`config.mk`:
```
export PLATFORM = sky130hd
export DESIGN_NAME = bcd_timer_ctrl
export DESIGN_NICKNAME = d
export VERILOG_FILES = /design/src/rtl/bcd_timer_ctrl.sv
export SDC_FILE = /design/constraint.sdc
export NUM_CORES = 1
export LEC_CHECK = 0
export BUFFER_PORTS_ARGS = -buffer_cell sky130_fd_sc_hd__buf_4
export CAP_MARGIN = 10
export CORE_MARGIN = 5
export CORE_UTILIZATION = 46
export DETAILED_ROUTE_END_ITERATION = 8
export PLACE_DENSITY_LB_ADDON = 0.2
export SYNTH_ARGS = -nofsm -noshare
export SYNTH_HDL_FRONTEND = slang
export SYNTH_SLANG_ARGS = --single-unit
```
`constraint.sdc`:
```
create_clock -name clk1Hz -period 2.1 [get_ports clk1Hz]
set_input_delay 0 -clock clk1Hz [delete_from_list [all_inputs] [get_ports clk1Hz]]
set_output_delay 0 -clock clk1Hz [all_outputs]
set_load 0.01 [all_outputs]
```
`src/rtl/bcd_timer_ctrl.sv`:
```
// Two-digit BCD up/down timer with IDLE/RUN/PAUSE/DONE sequencing, preset load,
// terminal-count stop or auto-reload, and 7-segment decode for both digits.
module bcd_timer_ctrl #(
    parameter int unsigned LIMIT_TENS  = 5,
    parameter int unsigned LIMIT_ONES  = 9,
    parameter bit          AUTO_RELOAD = 1'b0
) (
    input  logic       clk1Hz,
    input  logic       reset,
    input  logic       start,
    input  logic       stop,
    input  logic       clear,
    input  logic       load,
    input  logic       up_down,
    input  logic [3:0] preset_tens,
    input  logic [3:0] preset_ones,
    output logic [3:0] tens_out,
    output logic [3:0] ones_out,
    output logic [1:0] state_out,
    output logic       done,
    output logic       wrap,
    output logic [6:0] seg_tens,
    output logic [6:0] seg_ones
);

    typedef enum logic [1:0] {
        ST_IDLE  = 2'b00,
        ST_RUN   = 2'b01,
        ST_PAUSE = 2'b10,
        ST_DONE  = 2'b11
    } state_t;

    localparam logic [3:0] LIM_T = 4'(LIMIT_TENS);
    localparam logic [3:0] LIM_O = 4'(LIMIT_ONES);

    state_t     state_q, state_d;
    logic [3:0] tens_q, tens_d;
    logic [3:0] ones_q, ones_d;
    logic       wrap_q, wrap_d;

    logic [3:0] pre_t, pre_o;
    logic       pre_over;
    logic       at_term;

    // Digit clamps first; with both digits in 0-9 a lexicographic compare equals a value compare.
    always_comb begin
        pre_t    = (preset_tens > 4'd9) ? 4'd9 : preset_tens;
        pre_o    = (preset_ones > 4'd9) ? 4'd9 : preset_ones;
        pre_over = (pre_t > LIM_T) || ((pre_t == LIM_T) && (pre_o > LIM_O));
        at_term  = up_down ? ((tens_q == LIM_T) && (ones_q == LIM_O))
                           : ((tens_q == '0) && (ones_q == '0));
    end

    always_comb begin
        state_d = state_q;
        tens_d  = tens_q;
        ones_d  = ones_q;
        wrap_d  = 1'b0;
        if (clear) begin
            state_d = ST_IDLE;
            tens_d  = '0;
            ones_d  = '0;
        end else if (load && (state_q != ST_RUN)) begin
            state_d = (state_q == ST_PAUSE) ? ST_PAUSE : ST_IDLE;
            tens_d  = pre_over ? LIM_T : pre_t;
            ones_d  = pre_over ? LIM_O : pre_o;
        end else if (stop && (state_q == ST_RUN)) begin
            state_d = ST_PAUSE;
        end else if (start && ((state_q == ST_IDLE) || (state_q == ST_PAUSE))) begin
            state_d = ST_RUN;
        end else if (state_q == ST_RUN) begin
            if (at_term) begin
                if (AUTO_RELOAD) begin
                    wrap_d = 1'b1;
                    tens_d = up_down ? 4'd0 : LIM_T;
                    ones_d = up_down ? 4'd0 : LIM_O;
                end else begin
                    state_d = ST_DONE;
                end
            end else if (up_down) begin
                if (ones_q == 4'd9) begin
                    ones_d = '0;
                    tens_d = tens_q + 4'd1;
                end else begin
                    ones_d = ones_q + 4'd1;
                end
            end else begin
                if (ones_q == 4'd0) begin
                    ones_d = 4'd9;
                    tens_d = tens_q - 4'd1;
                end else begin
                    ones_d = ones_q - 4'd1;
                end
            end
        end
    end

    always_ff @(posedge clk1Hz or negedge reset) begin
        if (!reset) begin
            state_q <= ST_IDLE;
            tens_q  <= '0;
            ones_q  <= '0;
            wrap_q  <= 1'b0;
        end else begin
            state_q <= state_d;
            tens_q  <= tens_d;
            ones_q  <= ones_d;
            wrap_q  <= wrap_d;
        end
    end

    function automatic logic [6:0] seg7(input logic [3:0] d);
        case (d)
            4'd0:    seg7 = 7'b1111110;
            4'd1:    seg7 = 7'b0110000;
            4'd2:    seg7 = 7'b1101101;
            4'd3:    seg7 = 7'b1111001;
            4'd4:    seg7 = 7'b0110011;
            4'd5:    seg7 = 7'b1011011;
            4'd6:    seg7 = 7'b1011111;
            4'd7:    seg7 = 7'b1110000;
            4'd8:    seg7 = 7'b1111111;
            4'd9:    seg7 = 7'b1110011;
            default: seg7 = 7'b0000000;
        endcase
    endfunction

    assign tens_out  = tens_q;
    assign ones_out  = ones_q;
    assign state_out = state_q;
    assign done      = (state_q == ST_DONE);
    assign wrap      = wrap_q;
    assign seg_tens  = seg7(tens_q);
    assign seg_ones  = seg7(ones_q);

endmodule

```
==> results of run 1 <==
==> repair_timing <==
action / CTS / global route
gates resized for setup: 0 / 6
hold buffers: 3 / 0
hold endpoints to repair: 13 / 0
endpoints found under the setup margin: 0 / 2
setup buffers: 0 / 2
==> Yosys cell counts (4+ instances only) <==
master     n
a21oi_1   15
nand3_1    6
inv_1     14
clkbuf_1   4
dfrtp_1   10
ha_1      17
o21ai_0   10
nor2_1    15
nor3_1     5
nand2_1    9
==> report_power, final <==
part	internal, mW	switching, mW	leakage, nW
Sequential	0.210	0.0195	0.127
Combinational	0.263	0.272	0.697
Clock	0.0659	0.0585	0.0138
Total	0.539	0.350	0.837
==> tightest hold or removal path: stages <==
cell and delay (ns):
buf_4 0.11, nand2_1 0.05, a2bb2oi_1 0.06
==> per-layer routing <==
layer  routed length [um]  share of wire [%]  vias up
li1                     -                  -      695
met1                 1580                 45      599
met2                 1720                 48       47
met3                  211                5.9        4
met4                   38                1.1        0
met5                    0                  0        -
==> worst max path at each step <==
| stage | startpoint | endpoint | slack [ns] |
|---|---|---|---|
| 5_1_grt | ones_out[0] | ones_out[0] | -0.003 |
| 3_3_place_gp | tens_out[0] | ones_out[0] | 0.09 |
| 2_1_floorplan | ones_out[0] | ones_out[0] | 0.009 |
| 4_1_cts | ones_out[0] | tens_out[0] | 0.03 |
| 6_report | ones_out[0] | ones_out[3] | 0.07 |
| 3_5_place_dp | ones_out[0] | tens_out[0] | 0.04 |
==> cell usage in the layout, fill, tap and decap left out, drive strengths merged, types with 4 or more instances in the layout <==
cell type / n
nor3: 6
nand2: 10
inv: 14
ha: 17
nor2: 15
a21oi: 15
buf: 55
dfrtp: 10
o21ai: 12
nand3: 6
o22ai: 4
==> final cells by class <==
cell class / count / area share [%]
Inverter: 14 / 2.92
Multi-Input combinational cell: 132 / 54.9
Tap cell: 31 / 2.16
Sequential cell: 10 / 14.2
Timing Repair Buffer: 58 / 24.6
Clock buffer: 3 / 1.25
==> cells by family (layout without fill, tap and decap cells) <==
kind of cell               count (synthesis)  in the layout  synth area share (%)
adders and majority gates                 18             18                  17.7
muxes                                      4              4                  3.43
buffers and inverters                     23             75                  8.10
xor gates and xnor gates                   3              3                  2.00
other                                      1              1                 0.286
and+or+nand+nor                           54             54                  23.2
DFF                                       10             10                  19.1
AOI/OAI and AO/OA                         52             52                  26.2
==> sequential cells by signal, summed over array words and instances, names as in the netlist <==
register	flops
tens_out	4
ones_out	4
state_out	2
==> through the flow <==
stage	hold WS, ns	std cells	cell area, um2
floorplan	-0.296	165	1320
global placement	-0.160	240	1700
detailed placement	-0.159	240	1700
CTS	0.0160	246	1750
global route	0.0278	248	1800
finish	0.0185	248	1800
==> results.ini, run 1 <==
[final_layout]
num_antenna_cells = 0
synthToLayoutAreaGrowth_pct = 37.1
drive_gt1_share_pct = 35.5
nNetsFinal = 252
fillers = 233
regArea_um2 = 255
multi_input_area_um2 = 987
utilization_pct = 65.8

[pwr]
peakVddDrop_mv = 0.370
power_leakage_nw = 0.837
p_total_uw = 890
cellPowerDensity_mw_per_mm2 = 494

[grt]
grt_overflow = 0
use_met2_pct = 29.4
grt-busiest-layer = met2
grt_max_degree = 14
grtUsageMet1_pct = 24.0
grt_use_met3_pct = 2.66
first_global_vias = 1368
grt_usage_pct = 18.0
antenna_found_initial = 0
grt_pass1_wl_mm = 6.06

[logic_synthesis]
yosysSeqAreaShare_pct = 19.1
avgSynthCellArea_um2 = 7.95
ys_ff_latch = 10
synth_nets = 198
netlist_instances = 165
synth.top_cell.area_share_pct = 19.1
synth-main-ff-cell = dfrtp_1
synth_edf_count = 0
async_reset_ff_share_pct = 100
synth_top_area_cell = dfrtp_1
yosys-top-cells-area = dfrtp_1 (19%), ha_1 (16%), a21oi_1 (5.7%)
syn-cell-area_mm2 = 0.00131
ys_types = 50
yosysWarnings = 0

[critical_path]
slowest_stage = or4_4
crit_chain = inv_1 > ha_1 > or2b_4 > nor4_4 > or4_4 > a211o_1 > o22ai_2
critPathMaxStageDelay_ns = 0.58
cp.required_ns = 2.28
critical-path-top-delay-family = simple AND/OR/NAND/NOR gates
rr_startpoint = ones_out[0]
path_depth = 7
ff2ff_path_depth = 7
worst-setup-path-type = reg -> reg
end_kind = register
path_max_fanout = 4
arrival_ns = 2.21
rr_endpoint = ones_out[3]
r2r_slack_ns = 0.07
start_kind = register
critPathBufInv = 1

[clock_tree]
clk_pin_slew_ns = 0.06
cts_max_path_buffers = 2
cts_tree = done
clock_sink_count = 10
htree_levels = 1
root_buffer = clkbuf_4
clock_latency_ns = 0.25
cts_buffers = 3

[worst_hold_path]
min-delay-start = preset_ones[2]
hold_path_class = in -> reg
hold_depth = 3
hold_end = ones_out[2]

[die]
core_mm2 = 0.00273
die_w_um = 63.4
ios = 41
start_util_pct = 48.0
dieArea_mm2 = 0.00402
rows = 19
die_y_um = 63.4

[sta]
final.min_clock_period_ns = 2.03
finalSetupViolations = 0
setup_ws_ns = 0.0682
tns_ns = 0
fin_skew_ns = 0.00277
fin_crit_sh_pct = 96.8
hold_viol_final = 0
drv_slew = 0
fmax_mhz = 492

[drt]
first_iter_violations = 69
ant_nets = 0
wl_per_cell_um = 14.3
drt_wl_total_mm = 3.55
vias = 1345
drc = 0
via_per_inst = 5.42
firstDrtPassIters = 4

[placed_design]
pre_cts_slack_ns = 0.0445
place.gp.congestion = 0.878
io_buffers = 39
dpl.hpwl_mm = 2.81

[flow_run]
cap_violations = 0

[status]
status = finished, final reports clean

Power figures use the tool's default switching activity.
==> inputs of run 2 (changes only) <==
- CORE_UTILIZATION: 46 -> 51
- clock period: 2.1 -> 1.9 ns (I/O delays scaled with it)
==> run 2 against run 1 <==
Net effect: the flow now finishes with violations (setup timing); count of clock-buffer cells in the layout up 1; combinational power increased by 24%; fmax increased by 3.4%.
==> results.ini, run 2 (synthesis results as in run 1) <==
[sta]
setup_ws_ns = -0.0651
finalSetupViolations = 4
fin_crit_sh_pct = 103
final.min_clock_period_ns = 1.97
fin_skew_ns = 0.00721
drv_slew = 0
tns_ns = -0.116
rsz0062_at_grt = yes
fmax_mhz = 509
hold_viol_final = 0

[drt]
via_per_inst = 5.81
drt_wl_total_mm = 4.11
vias = 1523
firstDrtPassIters = 5
ant_nets = 0
drc = 0
wl_per_cell_um = 15.7
first_iter_violations = 68

[die]
dieArea_mm2 = 0.00369
die_y_um = 60.7
rows = 18
die_w_um = 60.7
core_mm2 = 0.00248
start_util_pct = 53.0
ios = 41

[final_layout]
design_area_mm2 = 0.00195
layout_commonest_cell = buf_4
multi_input_area_mm2 = 0.00101
regArea_um2 = 255
num_antenna_cells = 0
nNetsFinal = 266
final_cell_mix = buf_4 (66), a21oi_1 (14), nor2_1 (14), ha_1 (14), inv_1 (10)
synthToLayoutAreaGrowth_pct = 48.7
drive_gt1_share_pct = 41.4
fillers = 181

[pwr]
p_total_mw = 1.12
peakVddDrop_mv = 0.468
cellPowerDensity_mw_per_mm2 = 576
power_leakage_nw = 0.912

[critical_path]
crit_chain = ha_1 > nand4b_1 > nor2_2 > or4_4 > nand2_4 > mux2_4
slowest_stage = or4_4
critical-path-top-delay-family = simple AND/OR/NAND/NOR gates
end_kind = register
critPathBufInv = 0
worst-setup-path-type = reg -> reg
path_max_fanout = 4
critPathMaxStageDelay_ns = 0.52
cp.required_ns = 2.07
arrival_ns = 2.14
start_kind = register

[clock_tree]
cts_buffers = 3
cts_tree = done
htree_levels = 1
clock_latency_ns = 0.28
cts_max_path_buffers = 2
clk_pin_slew_ns = 0.08
clock_sink_count = 10
root_buffer = clkbuf_4

[placed_design]
io_buffers = 39
place.gp.congestion = 0.817
dpl.hpwl_mm = 3.04
place_area_mm2 = 0.00180

[status]
status = complete, but fails checks
violations = setup timing

[grt]
antenna_found_initial = 0
grt_max_degree = 13
grt_overflow = 0
grt_pass1_wl_mm = 6.40
grt_usage_pct = 23.1
first_global_vias = 1437

[worst_hold_path]
hold_path_class = in -> reg

[flow_run]
cap_violations = 0

-- run 2: timing repair --
item | in CTS | in global routing
pin swaps | 4 | 10
endpoints found under the hold margin | 16 | 0
endpoints found under the setup margin | 6 | 9
gates resized for setup | 2 | 7
hold buffers | 5 | 0
setup buffers | 2 | 2
-- run 2: final cells by class --
class,instances,share of cell area (%)
clock buffers,4,1.86
inverters,14,2.69
multi-input cells,132,51.9
flip-flops and latches,10,13.1
well taps,30,1.92
repair buffers,72,28.5
-- run 2: final timing paths --
check / slack, ns / cells after the start / from / endpoint
max: -0.07 / 6 / ones_out[0] / ones_out[0]
min: 0.01 / 4 / preset_ones[3] / ones_out[1]
max reg2reg: -0.07 / 6 / ones_out[0] / ones_out[0]
min reg2reg: 0.59 / 2 / tens_out[3] / tens_out[3]
max in group asynchronous: 1.65 / 2 / reset / tens_out[0]
min in group asynchronous: 0.08 / 2 / reset / state_out[0]
-- run 2: through the flow --
step	setup WS (ns)	std cells	hold WS (ns)	util [%]
after floorplan	-0.124	165	-0.296	-
after global placement	0.0212	249	-0.162	72.5
after detailed placement	-0.0604	249	-0.159	72.5
after CTS	-0.0646	260	0.00918	77.2
after global routing	-0.119	262	0.0326	78.8
final	-0.0651	262	0.0131	78.8
-- run 2: power by group --
group          internal, mW  switching, mW
combinational         0.337          0.329
clock                 0.117         0.0867
sequential            0.232         0.0241
-- run 2: worst min-delay path, delay by kind of cell --
| kind | cells | cell delay, ns |
|---|---|---|
| buf+inv | 1 | 0.09 |
| simple gates | 2 | 0.11 |
| compound gates | 1 | 0.05 |
-- run 2: routing by layer --
layer	vias to the layer above	global-route usage, %	wire length (um)
met5	-	0	0
met4	0	6.81	74
met3	10	4.47	223
met2	57	44.0	2240
met1	733	25.5	1570
li1	723	-	-
==> inputs of run 3 (changes only) <==
- ABC_AREA: not set -> 1
- CORE_UTILIZATION: 51 -> 52
- SLEW_MARGIN: not set -> 40
==> run 3 against run 2 <==
Net effect: the flow now finishes without violations; non-clock buffer count fell by 26; critical path depth rose by 6; core utilization fell by 9.9 points; combinational power rose to 3.2 times the previous value; sequential power rose by 73%; register-to-register slack improved by 0.24 ns; clock skew fell by 0.0064 ns; synthesized cell count rose by 28%; clock power fell by 33%; critical path type unchanged; critical endpoint is now tens_out[2]; largest power group unchanged.
==> results.ini, run 3 <==
[logic_synthesis]
netlist_instances = 211
synth_common_cells = nand2_1 (66), nor2_1 (24), nand3_1 (20)
synth.top_cell.area_share_pct = 18.4
yosysSeqAreaShare_pct = 18.4
async_reset_ff_share_pct = 100
synth_edf_count = 0
yosysMostFrequentCell = nand2_1
yosysWarnings = 0
synth_nets = 244
synth-main-ff-cell = dfrtp_1
ys_types = 26
syn-cell-area_mm2 = 0.00136
yosys-top-cells-area = dfrtp_1 (18%), nand2_1 (18%), ha_1 (16%)
synth_top_area_cell = dfrtp_1
ys_ff_latch = 10
avgSynthCellArea_um2 = 6.46

[die]
core_mm2 = 0.00250
die_y_um = 61.2
start_util_pct = 54.5
ios = 41
dieArea_mm2 = 0.00374
rows = 18
die_w_um = 61.2

[pwr]
p_switching_mw = 1.37
pwr-share-seq_pct = 16.5
internal-power_mw = 1.32
power_leakage_nw = 0.995
cellPowerDensity_mw_per_mm2 = 1560
p_comb_share_pct = 78.5
p_total_mw = 2.68
pwr-share-clk_pct = 5.0
peakVddDrop_mv = 1.31
swShare_pct = 50.9

[drt]
vias = 1391
wl_per_cell_um = 10.5
drc = 0
firstDrtPassIters = 4
via_per_inst = 4.88
first_iter_violations = 58
drt_wl_total_mm = 2.98
ant_nets = 0

[clock_tree]
htree_levels = 1
ctsResizeCount = 0
clk_pin_slew_ns = 0.05
cts_tree = done
cts_max_path_buffers = 2
clock_sink_count = 10
cts_buffers = 3
root_buffer = clkbuf_4
clock_latency_ns = 0.26

[sta]
fin_crit_sh_pct = 90.8
rsz0062_at_grt = no
drv_slew = 0
tns_ns = 0
fin_skew_ns = 0.000761
finalSetupViolations = 0
final.min_clock_period_ns = 1.72
hold_viol_final = 0
fmax_mhz = 580

[placed_design]
place.gp.congestion = 0.859
place_inst = 281
io_buffers = 39
dpl.hpwl_mm = 2.46

[final_layout]
final_cell_mix = nand2_1 (66), buf_4 (45), nor2_1 (24), nand3_1 (20), inv_1 (18)
num_antenna_cells = 0
drive_gt1_share_pct = 27.1
nNetsFinal = 290
layout_commonest_cell = nand2_1
synthToLayoutAreaGrowth_pct = 26.4
final_cells = 285

[worst_hold_path]
hold_path_class = in -> reg
hold_depth = 4

[critical_path]
end_kind = register
start_kind = register
arrival_ns = 1.93
cp.required_ns = 2.10
path_max_fanout = 11
ff2ff_path_depth = 12
worst-setup-path-type = reg -> reg

[flow_run]
cap_violations = 0

[grt]
first_global_vias = 1232
grt_usage_pct = 17.1
antenna_found_initial = 0
grt_max_degree = 12
grt_overflow = 0
grt_pass1_wl_mm = 4.98

[status]
status = finished, final reports clean

## run 3: area by class of cell
type,count,area [um2]
multi-input cells,173,970
fillers,224,778
repair buffers,46,348
flip-flops and latches,10,250
inverters,23,93.8
well taps,30,37.5
clock buffers,3,22.5
## run 3: per-stage QoR
stage | hold slack, ns | setup slack [ns] | area (um2) | utilization (%)
3_3_place_gp | -0.168 | 0.238 | 1690 | 67.6
2_1_floorplan | -0.296 | 0.169 | 1360 | -
5_1_grt | 0.0337 | 0.00502 | 1720 | 68.9
3_5_place_dp | -0.167 | 0.195 | 1690 | 67.6
4_1_cts | 0.0130 | 0.174 | 1720 | 68.9
6_report | 0.0114 | 0.176 | 1720 | 68.9
## run 3: cells by family after synthesis
family,count (synthesis),synth area share (%)
AOI/OAI and AO/OA,24,9.73
xor gates and xnor gates,4,2.57
and+or+nand+nor,126,41.5
buffers and inverters,28,10.5
adders and majority gates,18,17.1
DFF,10,18.4
other,1,0.275
## run 3: metal layers
metal  track usage, %  up-vias  wire length, um  share of wire, %
met3             2.31        6              206               6.9
met4             7.74        0               48               1.6
met5                0        -                0                 0
met2             27.6       43             1330                45
met1             22.7      589             1400                47
li1                 -      753                -                 -
## run 3: power groups by stage
stage               registers, mW  logic [mW]  clock network, mW
global placement            0.444        2.10                  0
finish                      0.443        2.11              0.135
floorplan                   0.487        1.26                  0
CTS                         0.443        2.13              0.139
global route                0.462        2.39              0.146
detailed placement          0.445        2.12                  0
## run 3: what timing repair did
item	4_1_cts	5_1_grt
hold buffers	1	0
endpoints found under the hold margin	10	0
setup buffers	0	0
## run 3: worst max-delay path: stages (launching register included)
cell and delay, ns:
dfrtp_1 0.37, inv_1 0.13, ha_1 0.24, nand2_4 0.08
nor2_4 0.11, nand2_1 0.07, nand2_1 0.08, nand2_2 0.06
nand2_2 0.08, nand2_2 0.15, nand2_1 0.16, nand2_1 0.07
nand2_1 0.06
## run 3: final timing paths
kind / from / end / slack (ns)
min in group asynchronous: reset / state_out[1] / 0.11
worst max-delay path: ones_out[1] / tens_out[2] / 0.18
worst min register to register: state_out[0] / state_out[0] / 0.59
worst min-delay path: clear / state_out[1] / 0.01
max in group asynchronous: reset / tens_out[3] / 1.65
worst max register to register: ones_out[1] / tens_out[2] / 0.18
